--- src/rtl/image_frame_scheduler_pkg.sv ---
// Shared types and constants for the image frame scheduler.
// Build option: IMAGE_FRAME_CSUM_EN enables the trailing checksum byte.
package image_frame_pkg;

    typedef enum logic [2:0] {
        S_IDLE = 3'd0,
        S_WAIT = 3'd1,
        S_CAP  = 3'd2,
        S_HDR  = 3'd3,
        S_SEQ  = 3'd4,
        S_DATA = 3'd5,
        S_CSUM = 3'd6,
        S_END  = 3'd7
    } state_t;

    localparam logic [7:0] HDR_DEFAULT = 8'hA5;

endpackage

--- src/rtl/image_frame_scheduler_if.sv ---
// FIFO read ports and transmitter byte-load handshake seen by the scheduler.
// master = scheduler side, slave = FIFO bank / UART side.
interface image_frame_scheduler_if #(
    parameter int NUM_CH = 4,
    parameter int WORD_W = 16
);
    logic [NUM_CH-1:0]        fifo_empty;
    logic [NUM_CH-1:0]        fifo_rd;
    logic [NUM_CH*WORD_W-1:0] fifo_data;
    logic [7:0]               tx_data;
    logic                     tx_valid;
    logic                     tx_ready;

    modport master (
        input  fifo_empty, fifo_data, tx_ready,
        output fifo_rd, tx_data, tx_valid
    );

    modport slave (
        output fifo_empty, fifo_data, tx_ready,
        input  fifo_rd, tx_data, tx_valid
    );
endinterface

--- src/rtl/image_frame_scheduler_frame_byte_sel.sv ---
// Capture-register bank for one popped word per channel, the (ch, byte)
// output mux, and the lowest/next-enabled channel search used to walk a frame.
module frame_byte_sel #(
    parameter int NUM_CH = 4,
    parameter int WORD_W = 16,
    parameter int CH_W   = 2,
    parameter int BYTE_W = 1
) (
    input  logic                     clk_i,
    input  logic                     rst_i,
    input  logic                     cap_i,
    input  logic [NUM_CH-1:0]        en_i,
    input  logic [NUM_CH*WORD_W-1:0] data_i,
    input  logic [CH_W-1:0]          ch_i,
    input  logic [BYTE_W-1:0]        byte_i,
    output logic [7:0]               byte_o,
    output logic [CH_W-1:0]          first_ch_o,
    output logic [CH_W-1:0]          next_ch_o,
    output logic                     next_vld_o
);
    localparam int BPW = WORD_W / 8;

    logic [WORD_W-1:0] cap_q [NUM_CH];
    logic [WORD_W-1:0] word_sel;

    // Latch the words of enabled channels the cycle after the FIFO pop
    always_ff @(posedge clk_i) begin
        if (rst_i) begin
            for (int c = 0; c < NUM_CH; c++) cap_q[c] <= '0;
        end else if (cap_i) begin
            for (int c = 0; c < NUM_CH; c++) begin
                if (en_i[c]) cap_q[c] <= data_i[c*WORD_W +: WORD_W];
            end
        end
    end

    // Select the current channel word, then the current byte lane (LSB first)
    always_comb begin
        word_sel = '0;
        for (int c = 0; c < NUM_CH; c++) begin
            if (ch_i == CH_W'(c)) word_sel = cap_q[c];
        end
        byte_o = 8'h00;
        for (int b = 0; b < BPW; b++) begin
            if (byte_i == BYTE_W'(b)) byte_o = word_sel[b*8 +: 8];
        end
    end

    // Priority search from the top down so the lowest qualifying index wins
    always_comb begin
        first_ch_o = '0;
        next_ch_o  = '0;
        next_vld_o = 1'b0;
        for (int c = NUM_CH - 1; c >= 0; c--) begin
            if (en_i[c]) begin
                first_ch_o = CH_W'(c);
                if (CH_W'(c) > ch_i) begin
                    next_ch_o  = CH_W'(c);
                    next_vld_o = 1'b1;
                end
            end
        end
    end

endmodule

--- src/rtl/image_frame_scheduler.sv ---
// Drains NUM_CH image-buffer FIFOs into one framed byte stream for the UART:
// header, sequence, enabled channel words LSB-first, optional checksum.
// Build option: IMAGE_FRAME_CSUM_EN appends the two's-complement checksum byte.
//
// state  | meaning
// S_IDLE | stopped; tracking ch_en, waiting for run
// S_WAIT | waiting until every enabled FIFO holds a word; pops them together
// S_CAP  | popped words arrive and are captured
// S_HDR  | presenting header byte
// S_SEQ  | presenting sequence byte (last completed + 1)
// S_DATA | walking enabled channels, one byte per handshake
// S_CSUM | presenting checksum byte (checksum builds only)
// S_END  | frame complete; bump seq_num, loop or stop
module image_frame_scheduler
    import image_frame_pkg::*;
#(
    parameter int         NUM_CH   = 4,
    parameter int         WORD_W   = 16,
    parameter logic [7:0] HDR_BYTE = HDR_DEFAULT
) (
    input  logic                    clk40M_i,
    input  logic                    rst_i,
    input  logic                    run_i,
    input  logic [NUM_CH-1:0]       ch_en_i,
    image_frame_scheduler_if.master bus,
    output logic                    busy_o,
    output logic [7:0]              seq_num_o
);
    localparam int BPW    = WORD_W / 8;
    localparam int CH_W   = (NUM_CH > 1) ? $clog2(NUM_CH) : 1;
    localparam int BYTE_W = (BPW > 1) ? $clog2(BPW) : 1;

    state_t            state_q, state_d;
    logic [NUM_CH-1:0] en_q, en_d;
    logic [7:0]        seq_q, seq_d;
    logic [CH_W-1:0]   ch_q, ch_d;
    logic [BYTE_W-1:0] byte_q, byte_d;
`ifdef IMAGE_FRAME_CSUM_EN
    logic [7:0]        csum_q, csum_d;
`endif

    logic              hs;
    logic              wait_ok;
    logic              last_byte;
    logic              cap;
    logic [7:0]        sel_byte;
    logic [CH_W-1:0]   first_ch;
    logic [CH_W-1:0]   next_ch;
    logic              next_vld;

    // An all-zero mask must never qualify, otherwise an empty frame would go out
    assign wait_ok   = (en_q != '0) && ((~bus.fifo_empty & en_q) == en_q);
    assign hs        = bus.tx_valid & bus.tx_ready;
    assign last_byte = (byte_q == BYTE_W'(BPW - 1));
    assign cap       = (state_q == S_CAP);
    assign busy_o    = (state_q != S_IDLE);
    assign seq_num_o = seq_q;
    assign bus.fifo_rd = (state_q == S_WAIT && run_i && wait_ok) ? en_q : '0;

    frame_byte_sel #(
        .NUM_CH (NUM_CH),
        .WORD_W (WORD_W),
        .CH_W   (CH_W),
        .BYTE_W (BYTE_W)
    ) u_sel (
        .clk_i      (clk40M_i),
        .rst_i      (rst_i),
        .cap_i      (cap),
        .en_i       (en_q),
        .data_i     (bus.fifo_data),
        .ch_i       (ch_q),
        .byte_i     (byte_q),
        .byte_o     (sel_byte),
        .first_ch_o (first_ch),
        .next_ch_o  (next_ch),
        .next_vld_o (next_vld)
    );

    // Byte lane is a pure decode of state so it holds steady until accepted
    always_comb begin
        bus.tx_valid = 1'b0;
        bus.tx_data  = 8'h00;
        case (state_q)
            S_HDR: begin
                bus.tx_valid = 1'b1;
                bus.tx_data  = HDR_BYTE;
            end
            S_SEQ: begin
                bus.tx_valid = 1'b1;
                bus.tx_data  = seq_q + 8'd1;
            end
            S_DATA: begin
                bus.tx_valid = 1'b1;
                bus.tx_data  = sel_byte;
            end
`ifdef IMAGE_FRAME_CSUM_EN
            S_CSUM: begin
                bus.tx_valid = 1'b1;
                bus.tx_data  = (~csum_q) + 8'd1;
            end
`endif
            default: ;
        endcase
    end

    // Frame sequencing; ch_en is tracked in IDLE/WAIT and on the END->WAIT edge
    always_comb begin
        state_d = state_q;
        en_d    = en_q;
        seq_d   = seq_q;
        ch_d    = ch_q;
        byte_d  = byte_q;
`ifdef IMAGE_FRAME_CSUM_EN
        csum_d  = csum_q;
`endif
        case (state_q)
            S_IDLE: begin
                en_d = ch_en_i;
                if (run_i && ch_en_i != '0) state_d = S_WAIT;
            end
            S_WAIT: begin
                if (!run_i) begin
                    state_d = S_IDLE;
                end else if (wait_ok) begin
                    state_d = S_CAP;
                end else begin
                    en_d = ch_en_i;
                end
            end
            S_CAP: begin
                state_d = S_HDR;
`ifdef IMAGE_FRAME_CSUM_EN
                csum_d  = 8'h00;
`endif
            end
            S_HDR: begin
                if (hs) state_d = S_SEQ;
            end
            S_SEQ: begin
                if (hs) begin
                    state_d = S_DATA;
                    ch_d    = first_ch;
                    byte_d  = '0;
`ifdef IMAGE_FRAME_CSUM_EN
                    csum_d  = csum_q + bus.tx_data;
`endif
                end
            end
            S_DATA: begin
                if (hs) begin
`ifdef IMAGE_FRAME_CSUM_EN
                    csum_d = csum_q + bus.tx_data;
`endif
                    if (!last_byte) begin
                        byte_d = byte_q + 1'b1;
                    end else if (next_vld) begin
                        ch_d   = next_ch;
                        byte_d = '0;
                    end else begin
`ifdef IMAGE_FRAME_CSUM_EN
                        state_d = S_CSUM;
`else
                        state_d = S_END;
`endif
                    end
                end
            end
`ifdef IMAGE_FRAME_CSUM_EN
            S_CSUM: begin
                if (hs) state_d = S_END;
            end
`endif
            S_END: begin
                seq_d = seq_q + 8'd1;
                if (run_i) begin
                    state_d = S_WAIT;
                    en_d    = ch_en_i;
                end else begin
                    state_d = S_IDLE;
                end
            end
            default: state_d = S_IDLE;
        endcase
    end

    // State registers; reset drops any partially sent frame
    always_ff @(posedge clk40M_i) begin
        if (rst_i) begin
            state_q <= S_IDLE;
            en_q    <= '0;
            seq_q   <= 8'h00;
            ch_q    <= '0;
            byte_q  <= '0;
`ifdef IMAGE_FRAME_CSUM_EN
            csum_q  <= 8'h00;
`endif
        end else begin
            state_q <= state_d;
            en_q    <= en_d;
            seq_q   <= seq_d;
            ch_q    <= ch_d;
            byte_q  <= byte_d;
`ifdef IMAGE_FRAME_CSUM_EN
            csum_q  <= csum_d;
`endif
        end
    end

endmodule
--- src/flat_wrapper.sv ---
// flat-port wrapper written by rule: the top's interface ports become plain ports
module image_frame_scheduler_flat import image_frame_pkg::*;
#(
    parameter int         NUM_CH   = 4,
    parameter int         WORD_W   = 16,
    parameter logic [7:0] HDR_BYTE = HDR_DEFAULT
)
  (clk40M_i, rst_i, run_i, ch_en_i, busy_o, seq_num_o, bus_fifo_empty, bus_fifo_data, bus_tx_ready, bus_fifo_rd, bus_tx_data, bus_tx_valid);
  image_frame_scheduler_if #(.NUM_CH(NUM_CH), .WORD_W(WORD_W)) bus_i ();
  input  logic clk40M_i;
  input  logic rst_i;
  input  logic run_i;
  input  logic [NUM_CH-1:0] ch_en_i;
  output logic busy_o;
  output logic [7:0] seq_num_o;
  input wire logic [$bits(bus_i.fifo_empty)-1:0] bus_fifo_empty;
  input wire logic [$bits(bus_i.fifo_data)-1:0] bus_fifo_data;
  input wire logic [$bits(bus_i.tx_ready)-1:0] bus_tx_ready;
  output wire logic [$bits(bus_i.fifo_rd)-1:0] bus_fifo_rd;
  output wire logic [$bits(bus_i.tx_data)-1:0] bus_tx_data;
  output wire logic [$bits(bus_i.tx_valid)-1:0] bus_tx_valid;
  assign bus_i.fifo_empty = bus_fifo_empty;
  assign bus_i.fifo_data = bus_fifo_data;
  assign bus_i.tx_ready = bus_tx_ready;
  assign bus_fifo_rd = bus_i.fifo_rd;
  assign bus_tx_data = bus_i.tx_data;
  assign bus_tx_valid = bus_i.tx_valid;
  image_frame_scheduler #(.NUM_CH(NUM_CH), .WORD_W(WORD_W), .HDR_BYTE(HDR_BYTE)) u_core (.clk40M_i(clk40M_i), .rst_i(rst_i), .run_i(run_i), .ch_en_i(ch_en_i), .bus(bus_i), .busy_o(busy_o), .seq_num_o(seq_num_o));
endmodule
--- config.mk ---
export PLATFORM = sky130hd
export DESIGN_NAME = image_frame_scheduler_flat
export DESIGN_NICKNAME = d
export VERILOG_FILES = /design/src/rtl/image_frame_scheduler_pkg.sv /design/src/rtl/image_frame_scheduler_if.sv /design/src/rtl/image_frame_scheduler_frame_byte_sel.sv /design/src/rtl/image_frame_scheduler.sv /design/src/flat_wrapper.sv
export SDC_FILE = /design/constraint.sdc
export NUM_CORES = 1
export LEC_CHECK = 0
export BUFFER_PORTS_ARGS = -buffer_cell sky130_fd_sc_hd__buf_4
export CAP_MARGIN = 20
export CORE_ASPECT_RATIO = 1.1
export CORE_MARGIN = 2
export CORE_UTILIZATION = 45
export CTS_CLUSTER_DIAMETER = 100
export DETAILED_ROUTE_END_ITERATION = 6
export HOLD_SLACK_MARGIN = 0.05
export PLACE_DENSITY = 0.8
export RECOVER_POWER = 25
export SYNTH_ARGS = -nofsm -noshare
export SYNTH_HDL_FRONTEND = slang
export SYNTH_HIERARCHICAL = 1
export SYNTH_SLANG_ARGS = --single-unit
--- constraint.sdc ---
create_clock -name clk40M_i -period 1.9 [get_ports clk40M_i]
set_clock_uncertainty 0.2 [all_clocks]
set_input_delay 0.38 -clock clk40M_i [delete_from_list [all_inputs] [get_ports clk40M_i]]
set_output_delay 0.38 -clock clk40M_i [all_outputs]
set_load 0.02 [all_outputs]
After elaboration in Yosys (flattened, before gate mapping)
Memory sizes are Yosys's and may differ from the RTL's.
Cells that the tools add are included.
{"block": "word_totals", "word_cells": 130, "reg_bits": 18, "n_memories": 1, "mem_bits_rw": 64, "output_inout_bits": 22}
{"memory": "u_core.u_sel.cap_q", "depth": 4, "word_bits": 16, "rd": 4, "rd_clocked_by_memory_dff": 0, "write_ports": 4, "line_no": "image_frame_scheduler_frame_byte_sel.sv:23", "text": "logic [WORD_W-1:0] cap_q [NUM_CH];"}
{"block": "classes", "magnitude_cmp": 4, "n_reduce_logical": 16, "n_eq_ne": 21, "bitwise": 7, "add_sub_neg": 2, "mux": 74}
{"operator": "2-to-1 mux 16 bit", "count": 8}
{"operator": "2-to-1 mux 1 bit", "count": 32}
{"operator": "2-to-1 mux 2 bit", "count": 16}
{"operator": "2-to-1 mux 3 bit", "count": 8}
{"operator": "case mux 8 bit (3 select lines)", "count": 1}
{"operator": "case mux 3 bit (7 select lines)", "count": 1}
{"operator": "2-to-1 mux 4 bit", "count": 4}
{"operator": "!= test 2 x 1 -> 1 bit, second input constant", "count": 6}
{"operator": "case mux 4 bit (3 select lines)", "count": 1}
{"operator": "== test 3 bit, second input constant", "count": 3}
{"operator": "adder 8 x 1 -> 8 bit, second input constant", "count": 1}
{"operator": "2-to-1 mux 8 bit", "count": 1}
{"operator": "!= test 2 bit, second input constant", "count": 4}
{"operator": "nonzero test 4 bit", "count": 2}
{"operator": "AND reduction 7 bit", "count": 1}
{"operator": "== test 3 x 2 -> 1 bit, second input constant", "count": 2}
{"operator": "nonzero test 3 bit", "count": 2}
{"operator": "AND reduction 5 bit", "count": 1}
{"operator": "bitwise AND 4 bit", "count": 1}
{"operator": "== test 2 bit, second input constant", "count": 2}
{"operator": "== test 4 bit", "count": 1}
{"operator": "> comparator 1 x 2 -> 1 bit, first input constant", "count": 2}
{"operator": "> comparator 2 bit, first input constant", "count": 2}
{"operator": "logical AND 1 bit", "count": 4}
{"operator": "other kinds (15)", "count": 18}

Logic depth before layout (Yosys ltp)
Gate-level depths: netlist of the first run.
{"block": "depth", "word_depth": 13, "mapped_depth": 7, "ltp_nobuf": 7}

By module
Netlist of the first run, hierarchy kept.
{"mod": "frame_byte_sel", "cells_each": 205, "area_per_inst_um2": 3006.6, "seq_area_each_um2": 1921.8, "instances": 1}
{"mod": "image_frame_scheduler", "cells_each": 153, "area_per_inst_um2": 1177.4, "seq_area_each_um2": 360.3, "instances": 1}

Worst setup path before layout of the first run
No wires, ideal clock.
{"block": "synth_timing", "kind": "register to output", "startpoint": "reg u_core.seq_q[0] (netlist: u_core/seq_num_o[0])", "endpoint": "out bus_tx_data[6]", "setup_slack_ns": -0.601, "stages_incl_launch_ff": 5, "arrival_ns": 1.921, "cell_sequence": "dfxtp_1 -> ha_1 -> nand3_1 -> or3_1 -> a311oi_1"}
{"block": "synth_between", "elab_chain_len": 2}
{"item": "start: declaration", "line_no": "image_frame_scheduler.sv:35", "text": "logic [7:0] seq_q, seq_d;"}
{"item": "start signal: assignment", "line_no": "image_frame_scheduler.sv:200", "text": "seq_q <= seq_d;"}
{"item": "adder 8 x 1 -> 8 bit", "line_no": "image_frame_scheduler.sv:90", "text": "bus.tx_data = seq_q + 8'd1;"}
{"item": "case mux 8 bit (3 select lines)", "line_no": "image_frame_scheduler.sv:83", "text": "case (state_q)"}
{"item": "end: declaration", "line_no": "flat_wrapper.sv:20", "text": "output wire logic [$bits(bus_i.tx_data)-1:0] bus_tx_data;"}
Every way passes these cells.

Worst setup path after layout of the first run
{"block": "layout_timing", "startpoint": "reg u_core.ch_q[0]", "endpoint": "out bus_tx_data[6]"}
{"block": "layout_between", "elab_chain_len": 7, "word_cells_on_any_way": 10, "cone_classes": "3 x eq/ne; 6 x mux; 1 x reduce/logical"}
{"item": "start: declaration", "line_no": "image_frame_scheduler.sv:36", "text": "logic [CH_W-1:0] ch_q, ch_d;"}
{"item": "start signal: assignment", "line_no": "image_frame_scheduler.sv:201", "text": "ch_q <= ch_d;"}
{"item": "zero test 2 bit", "line_no": "image_frame_scheduler_frame_byte_sel.sv:41", "text": "if (ch_i == CH_W'(c)) word_sel = cap_q[c];"}
{"item": "2-to-1 mux 16 bit (3 in series)", "line_no": "image_frame_scheduler_frame_byte_sel.sv:41"}
{"item": "2-to-1 mux 16 bit (*)", "line_no": "image_frame_scheduler_frame_byte_sel.sv:41"}
{"item": "2-to-1 mux 8 bit (*)", "line_no": "image_frame_scheduler_frame_byte_sel.sv:45", "text": "if (byte_i == BYTE_W'(b)) byte_o = word_sel[b*8 +: 8];"}
{"item": "net u_core.sel_byte[6]", "line_no": "image_frame_scheduler.sv:46", "text": "logic [7:0] sel_byte;"}
{"item": "case mux 8 bit (3 select lines) (*)", "line_no": "image_frame_scheduler.sv:83"}
The timed path passes the listed nets; every way through them passes the cells marked *.

==> summary.txt, run 1 <==
Status: finished with violations
Most frequent cell after synthesis: and3_1
N_diodes: 0
Synthesized net count: 435
First drt pass iteration count: 5
CTS sink count: 82
Leakage: 0.00262 uW
CTS tree: done
Post-DP Area: 0.00544 sq mm
Final Cell Area: 0.00602 sq mm
Detail-routed via count per cell: 5.61
Total wire length: 11.4 mm
Reg2Reg Setup Slack: -0.12 ns
Post-Synth Simple-Gate Area: 21.2%
Fin crit share: 133%
Gr busiest metal: met2
Global-route wire length before repair: 17.1 mm
Max frequency: 396 MHz
Via count: 3508
Die Height: 105 um
PortBufs: 97
Post-synth ARST share: 0%
VDD IR max: 0.396 mV
Syn_area_per_cell: 11.7 sq um
Vias in the first global route: 3482
Top cell type's share of synthesized area: 45.9%
Mapped cell area: 0.00418 sq mm
Nets@finish: 583
HP Class: input port to flip-flop
Total number of yosys warnings: 6
RR Startpoint: u_core/state_q[1]
Final setup viols: 145
Count of different cell masters after synthesis: 48
Flops & latches, synth: 82
Worst Setup EP: bus_tx_data[6]
Root Driver: clkbuf_8
CORE AREA: 0.00896 sq mm
Die Span X: 95.9 um
Setup slack at placement: -0.352 ns
Slew HR: 73.5%
Area Growth Syn to Fin: 43.9%
Max-Cap Viols: 0
CTS clk-pin slew, worst paths: 0.09 ns
Synth Area in XOR/XNOR: 1.88%
Final std cells w/o fill: 625
Residual DRC: 0
Critical path startpoint category: flip-flop
Top FF cell, synth: edfxtp_1
Post-Synth Adder-Cell Area: 0.299%
I/O pin count: 98
Total die area: 0.0101 sq mm
Endpoints failing hold: 0
Post-DRT Antenna Nets: 0
Fill count: 664
Layout cells sized above 1: 48.3%
H-tree levels: 3
Cells on worst reg2reg path: 7
RSZ-0062 raised after global routing: yes
Synth area leaders: edfxtp_1, and3_1, dfxtp_1, mux4_1, mux4_2
Critical Path AT: 1.95 ns
Main combinational cell family by area after synthesis: simple AND/OR/NAND/NOR gates
GRT overflow: 0
Clk buf depth: 2
Slew @ Worst Pin: 0.393 ns
Critical Path Sink Type: primary output
GR Util met2: 40.2%
Reg2reg end: u_core/u_sel/cap_q[3][14]
Yosys top cell by area: edfxtp_1
Initial antenna violation count: 0
Row cnt: 36
Post-synth EDFFs: 64
# placed instances: 590
Initial Util: 46.7%
Worst Setup SP: u_core/ch_q[0]
Period minus WS final: 2.53 ns
Grt met1 use: 26.9%
Failing checks: negative setup slack
Post-synthesis mux area share: 11.0%
Detailed router's first-iteration violation count: 256
Post-synthesis compound-gate area fraction: 6.88%
Placer Congestion: 0.803
Critical path peak fanout: 5
Clock Latency Late Sink: 0.35 ns
HPWL after DPL: 7.73 mm
Routed WL per cell: 18.3 um
GRT Overall Usage: 22.4%
Met3 GRT Util: 3.32%
Max-slew violations: 0
Worst Path Required: 1.32 ns
Register area share after synthesis: 54.5%
Synth Instances: 358
Crit Path Category: flip-flop to primary output
Most common library cells after synthesis: and3_1, edfxtp_1, nand2_1
Final worst slack: -0.626 ns
Pwr dens: 655 mW/mm^2
Largest net degree at the start of global routing: 33
CTS buffer count: 9
[power by group]
part	leakage, uW	internal [uW]	switching (uW)	total [uW]
clock network	0.0000917	486	665	1150
logic	0.00172	380	354	734
registers	0.000814	2010	49.1	2060
[final cells by class]
type                    count  area [sq um]  area share (%)
flip-flops and latches     82          2310            38.3
multi-input cells         242          1930            32.0
repair buffers            163          1430            23.8
well taps                 114           143            2.37
clock buffers               9           124            2.06
clock inverters             7          51.3           0.852
inverters                   8          33.8           0.561
[kinds of logic (layout without fill, tap and decap cells)]
group	after synthesis	count (layout)
DFF	82	82
muxes	23	23
AOI/OAI and AO/OA	41	41
xor gates and xnor gates	9	9
and+or+nand+nor	168	168
adders and majority gates	1	1
buffers and inverters	34	187
[worst min-delay path by stage]
stage | start | endpoint | slack (ns) | cells past startpoint
5_1_grt | ch_en_i[2] | u_core/en_q[2] | 0.09 | 3
2_1_floorplan | rst_i | u_core/ch_q[0] | 0.24 | 1
6_report | ch_en_i[3] | u_core/en_q[3] | 0.08 | 3
4_1_cts | ch_en_i[0] | u_core/en_q[0] | 0.08 | 3
3_3_place_gp | u_core/state_q[0] | u_core/state_q[0] | 0.34 | 2
3_5_place_dp | u_core/state_q[0] | u_core/state_q[0] | 0.36 | 2
[placed cells by master (no fill, tap or decap), types with 3 or more instances in the layout]
master	count
and2_4	4
dfxtp_1	9
and3_1	66
mux2i_1	7
xnor2_1	7
buf_6	21
or3_1	3
o21ai_2	3
nand3_2	3
buf_12	9
clkbuf_1	8
a21o_1	4
a21oi_2	3
o21ai_0	3
nand2_1	33
edfxtp_1	64
dfxtp_4	6
o21ai_1	3
clkbuf_8	9
nor4_1	3
mux4_2	15
clkinv_2	3
buf_4	119
inv_1	5
nand2_2	15
a21oi_1	7
buf_8	4
nor2_1	16
nor3_1	8
dfxtp_2	3
[metal layers]
| layer | part of all wire [%] | vias up |
|---|---|---|
| met5 | 0 | - |
| met3 | 6.2 | 29 |
| li1 | - | 1632 |
| met4 | 2.4 | 0 |
| met2 | 55 | 151 |
| met1 | 37 | 1696 |
[critical path, stage by stage (launching register included)]
cell and delay [ns]:
dfxtp_4 0.40, buf_12 0.13, mux4_2 0.53, nand2_1 0.12, nand2_2 0.10, nor2_4 0.11, a311oi_4 0.05, buf_6 0.16
[per-stage QoR]
stage | hold WS (ns) | power, uW | TNS, ns | utilization (%)
6_report | 0.0801 | 3940 | -17.46 | 67.2
2_1_floorplan | 0.245 | 2380 | -0.792 | -
4_1_cts | 0.0826 | 3880 | -6.95 | 65.8
5_1_grt | 0.0894 | 4080 | -30.85 | 67.2
3_3_place_gp | 0.339 | 2650 | -2.79 | 60.7
3_5_place_dp | 0.355 | 2670 | -3.02 | 60.7
[registers in the layout, indices dropped and copies added (netlist names)]
name and count:
u_core/en_q 4, u_core/ch_q 2, u_core/u_sel/cap_q 64, u_core/state_q 3, u_core/seq_num_o 8, u_core/byte_q 1
[timing repair]
action                                 4_1_cts  5_1_grt
pin swaps                                   24       24
buffers inserted                            12        6
hold buffers                                 0        0
gates resized for setup                     56       38
endpoints found under the hold margin        0        0
cloned                                       1        1
setup endpoints to repair                   17      147
Note: power is estimated with default switching activity, not from simulation.
==> run 2, diff against run 1 <==
==> constraint.sdc (replaced) <==
create_clock -name clk40M_i -period 1.9 [get_ports clk40M_i]
set_clock_uncertainty 0.2 [all_clocks]
set_input_delay 0.57 -clock clk40M_i [delete_from_list [all_inputs] [get_ports clk40M_i]]
set_output_delay 0.57 -clock clk40M_i [all_outputs]
set_load 0.02 [all_outputs]
==> run 2 against run 1 <==
Against the previous run:
- the run still ends with negative setup slack left
- worst setup slack got worse by 0.23 ns
- combinational power rose by 6.8%
- via count rose by 2.5%
- sequential share of layout area fell by 1.5 points
- critical endpoint is now bus_tx_data[2]
- largest power group unchanged
==> summary.txt, run 2 (synthesis gave the netlist of run 1 again) <==
Crit-path max cell delay: 0.50 ns (-0.03 ns)
Row cnt: 36 (unchanged)
H-tree levels: 3 (unchanged)
Fin crit share: 145% (+12 points)
Register share of total power: 50.1% (-2.1 points)
Critical path startpoint category: flip-flop
I/O pin count: 98 (unchanged)
Max-Cap Viols: 0 (unchanged)
Initial Util: 46.7% (unchanged)
Cells on worst reg2reg path: 8 (+1)
Nets@finish: 597 (+2.4%)
Gate power share: 19.1% (+0.5 points)
Setup slack at placement: -0.578 ns (-0.226 ns)
Final Cell Area: 0.00626 sq mm (+3.9%)
Post-DP Area: 0.00562 sq mm (+3.3%)
Crit Path Category: flip-flop to primary output
Most frequent cells in the layout: buf_4, edfxtp_1, and3_1, nand2_1, buf_6
N_diodes: 0 (unchanged)
Total wire length: 11.9 mm (+4.5%)
CTS tree: done
Setup TNS: -15.90 ns (+1.56 ns)
Status: finished with violations
Worst Path Required: 1.13 ns (-0.19 ns)
Final worst slack: -0.853 ns (-0.226 ns)
Initial antenna violation count: 0 (unchanged)
RSZ-0062 raised after global routing: yes
Commonest non-fill, non-tap cell in the layout: buf_4
Worst Setup EP: bus_tx_data[2]
CORE AREA: 0.00896 sq mm (unchanged)
Final core utilization: 69.8% (+2.6 points)
Sw Share: 26.2% (-0.85 points)
Period minus WS final: 2.75 ns (+0.226 ns)
GRT Overall Usage: 23.0% (+0.54 points)
WP buf/inv: 3 (+1)
Area Growth Syn to Fin: 49.5%
Endpoints failing hold: 0 (unchanged)
Total Power: 4100 uW (+4.1%)
First drt pass iteration count: 5 (unchanged)
Pwr dens: 656 mW/mm^2 (+0.13%)
Clk buf depth: 2 (unchanged)
Via count: 3596 (+2.5%)
Global-route wire length before repair: 17.6 mm (+2.9%)
Slew HR: 70.7% (-2.8 points)
Critical Path Sink Type: primary output
Worst Setup SP: u_core/ch_q[0]
VDD IR max: 0.342 mV (-14%)
Switching Power: 1080 uW (+0.80%)
Hold buffers post-CTS: 0 (unchanged)
Clock Latency Late Sink: 0.35 ns (about the same)
Post-DRT Antenna Nets: 0 (unchanged)
Int Pwr: 3030 uW (+5.3%)
Routed WL per cell: 18.7 um (+2.2%)
CTS sink count: 82 (unchanged)
Placer Congestion: 0.826 (+3.0%)
Detail-routed via count per cell: 5.63 (+0.26%)
Vias in the first global route: 3592 (+3.2%)
GRT overflow: 0 (unchanged)
Levels on crit path: 8 (+1)
Reg2Reg Setup Slack: -0.13 ns (about the same)
Layout cells sized above 1: 52.2% (+3.9 points)
Max frequency: 363 MHz (-8.2%)
CP Cell Sequence: buf_8 > buf_6 > mux4_2 > nand2_2 > nand2_2 > a21oi_2 > o21ai_2 > buf_6
Critical Path AT: 1.98 ns (+0.03 ns)
Failing checks: negative setup slack
Worst path slowest cell: mux4_2
Largest net degree at the start of global routing: 33 (unchanged)
Detailed router's first-iteration violation count: 229 (-11%)
Slew @ Worst Pin: 0.439 ns (+0.0468 ns)
CTS buffer count: 9 (unchanged)
CP top delay family: multiplexers
Die Span X: 95.9 um (unchanged)
PortBufs: 97 (unchanged)
Leakage: 0.00272 uW (+3.7%)
Biggest register: u_core/u_sel/cap_q
Max-slew violations: 0 (unchanged)
Root Driver: clkbuf_8
Total die area: 0.0101 sq mm (unchanged)
RR Startpoint: u_core/state_q[0]
Reg2reg end: u_core/u_sel/cap_q[3][8]
HP Class: input port to flip-flop
Residual DRC: 0 (unchanged)
Max FFs per register: 64 (unchanged)
HPWL after DPL: 8.08 mm (+4.6%)
Final setup viols: 102 (-30%)
Clock power share: 30.8% (+1.6 points)
Die Height: 105 um (unchanged)
CTS clk-pin slew, worst paths: 0.08 ns (about the same)
Critical path peak fanout: 6 (+1)
## run 2: area by class of cell
cell class	count	area (sq um)
clock inverters	6	63.8
clock buffers	10	128
inverters	8	40.0
fillers	591	2710
well taps	114	143
multi-input cells	242	1990
flip-flops and latches	82	2300
repair buffers	177	1590
## run 2: stage by stage
stage               std cells  hold WS [ns]
floorplan                 358         0.277
global placement          606         0.364
detailed placement        606         0.377
CTS                       628         0.250
global route              639         0.275
finish                    639         0.266
## run 2: repair_timing
action                                  CTS  global route
gates cloned                              0             3
buffers inserted                          6             9
endpoints found under the setup margin   31            57
gates resized for setup                  47            47
pin swaps                                23            30
## run 2: worst reg2reg max path, cell delays in order (launching register included)
cell	delay, ns
dfxtp_1	0.51
buf_6	0.17
inv_8	0.05
nand3b_1	0.13
inv_2	0.08
nor2b_4	0.14
buf_4	0.14
buf_12	0.15
and3_1	0.21
## run 2: metal layers
metal | share of wire (%) | GRT usage [%] | vias up
met1 | 38 | 27.8 | 1731
met3 | 6.0 | 4.83 | 28
li1 | - | - | 1661
met2 | 54 | 40.2 | 176
met5 | 0 | 0 | -
met4 | 2.6 | 7.35 | 0
## run 2: power by group through the flow
stage                     clock network [uW]  registers [uW]  logic (uW)
final                                   1260            2060         784
after global routing                    1330            2060         829
after CTS                               1270            2050         690
after detailed placement                   0            2090         637
after global placement                     0            2080         618
after floorplan                            0            2080         308
## run 2: worst min-delay path by stage
stage,start,to,cells after the start
CTS,ch_en_i[1],u_core/en_q[1],3
detailed placement,u_core/seq_num_o[7],u_core/seq_num_o[7],2
finish,ch_en_i[1],u_core/en_q[1],3
global route,ch_en_i[2],u_core/en_q[2],3
floorplan,u_core/ch_q[0],u_core/ch_q[0],2
global placement,u_core/seq_num_o[7],u_core/seq_num_o[7],2
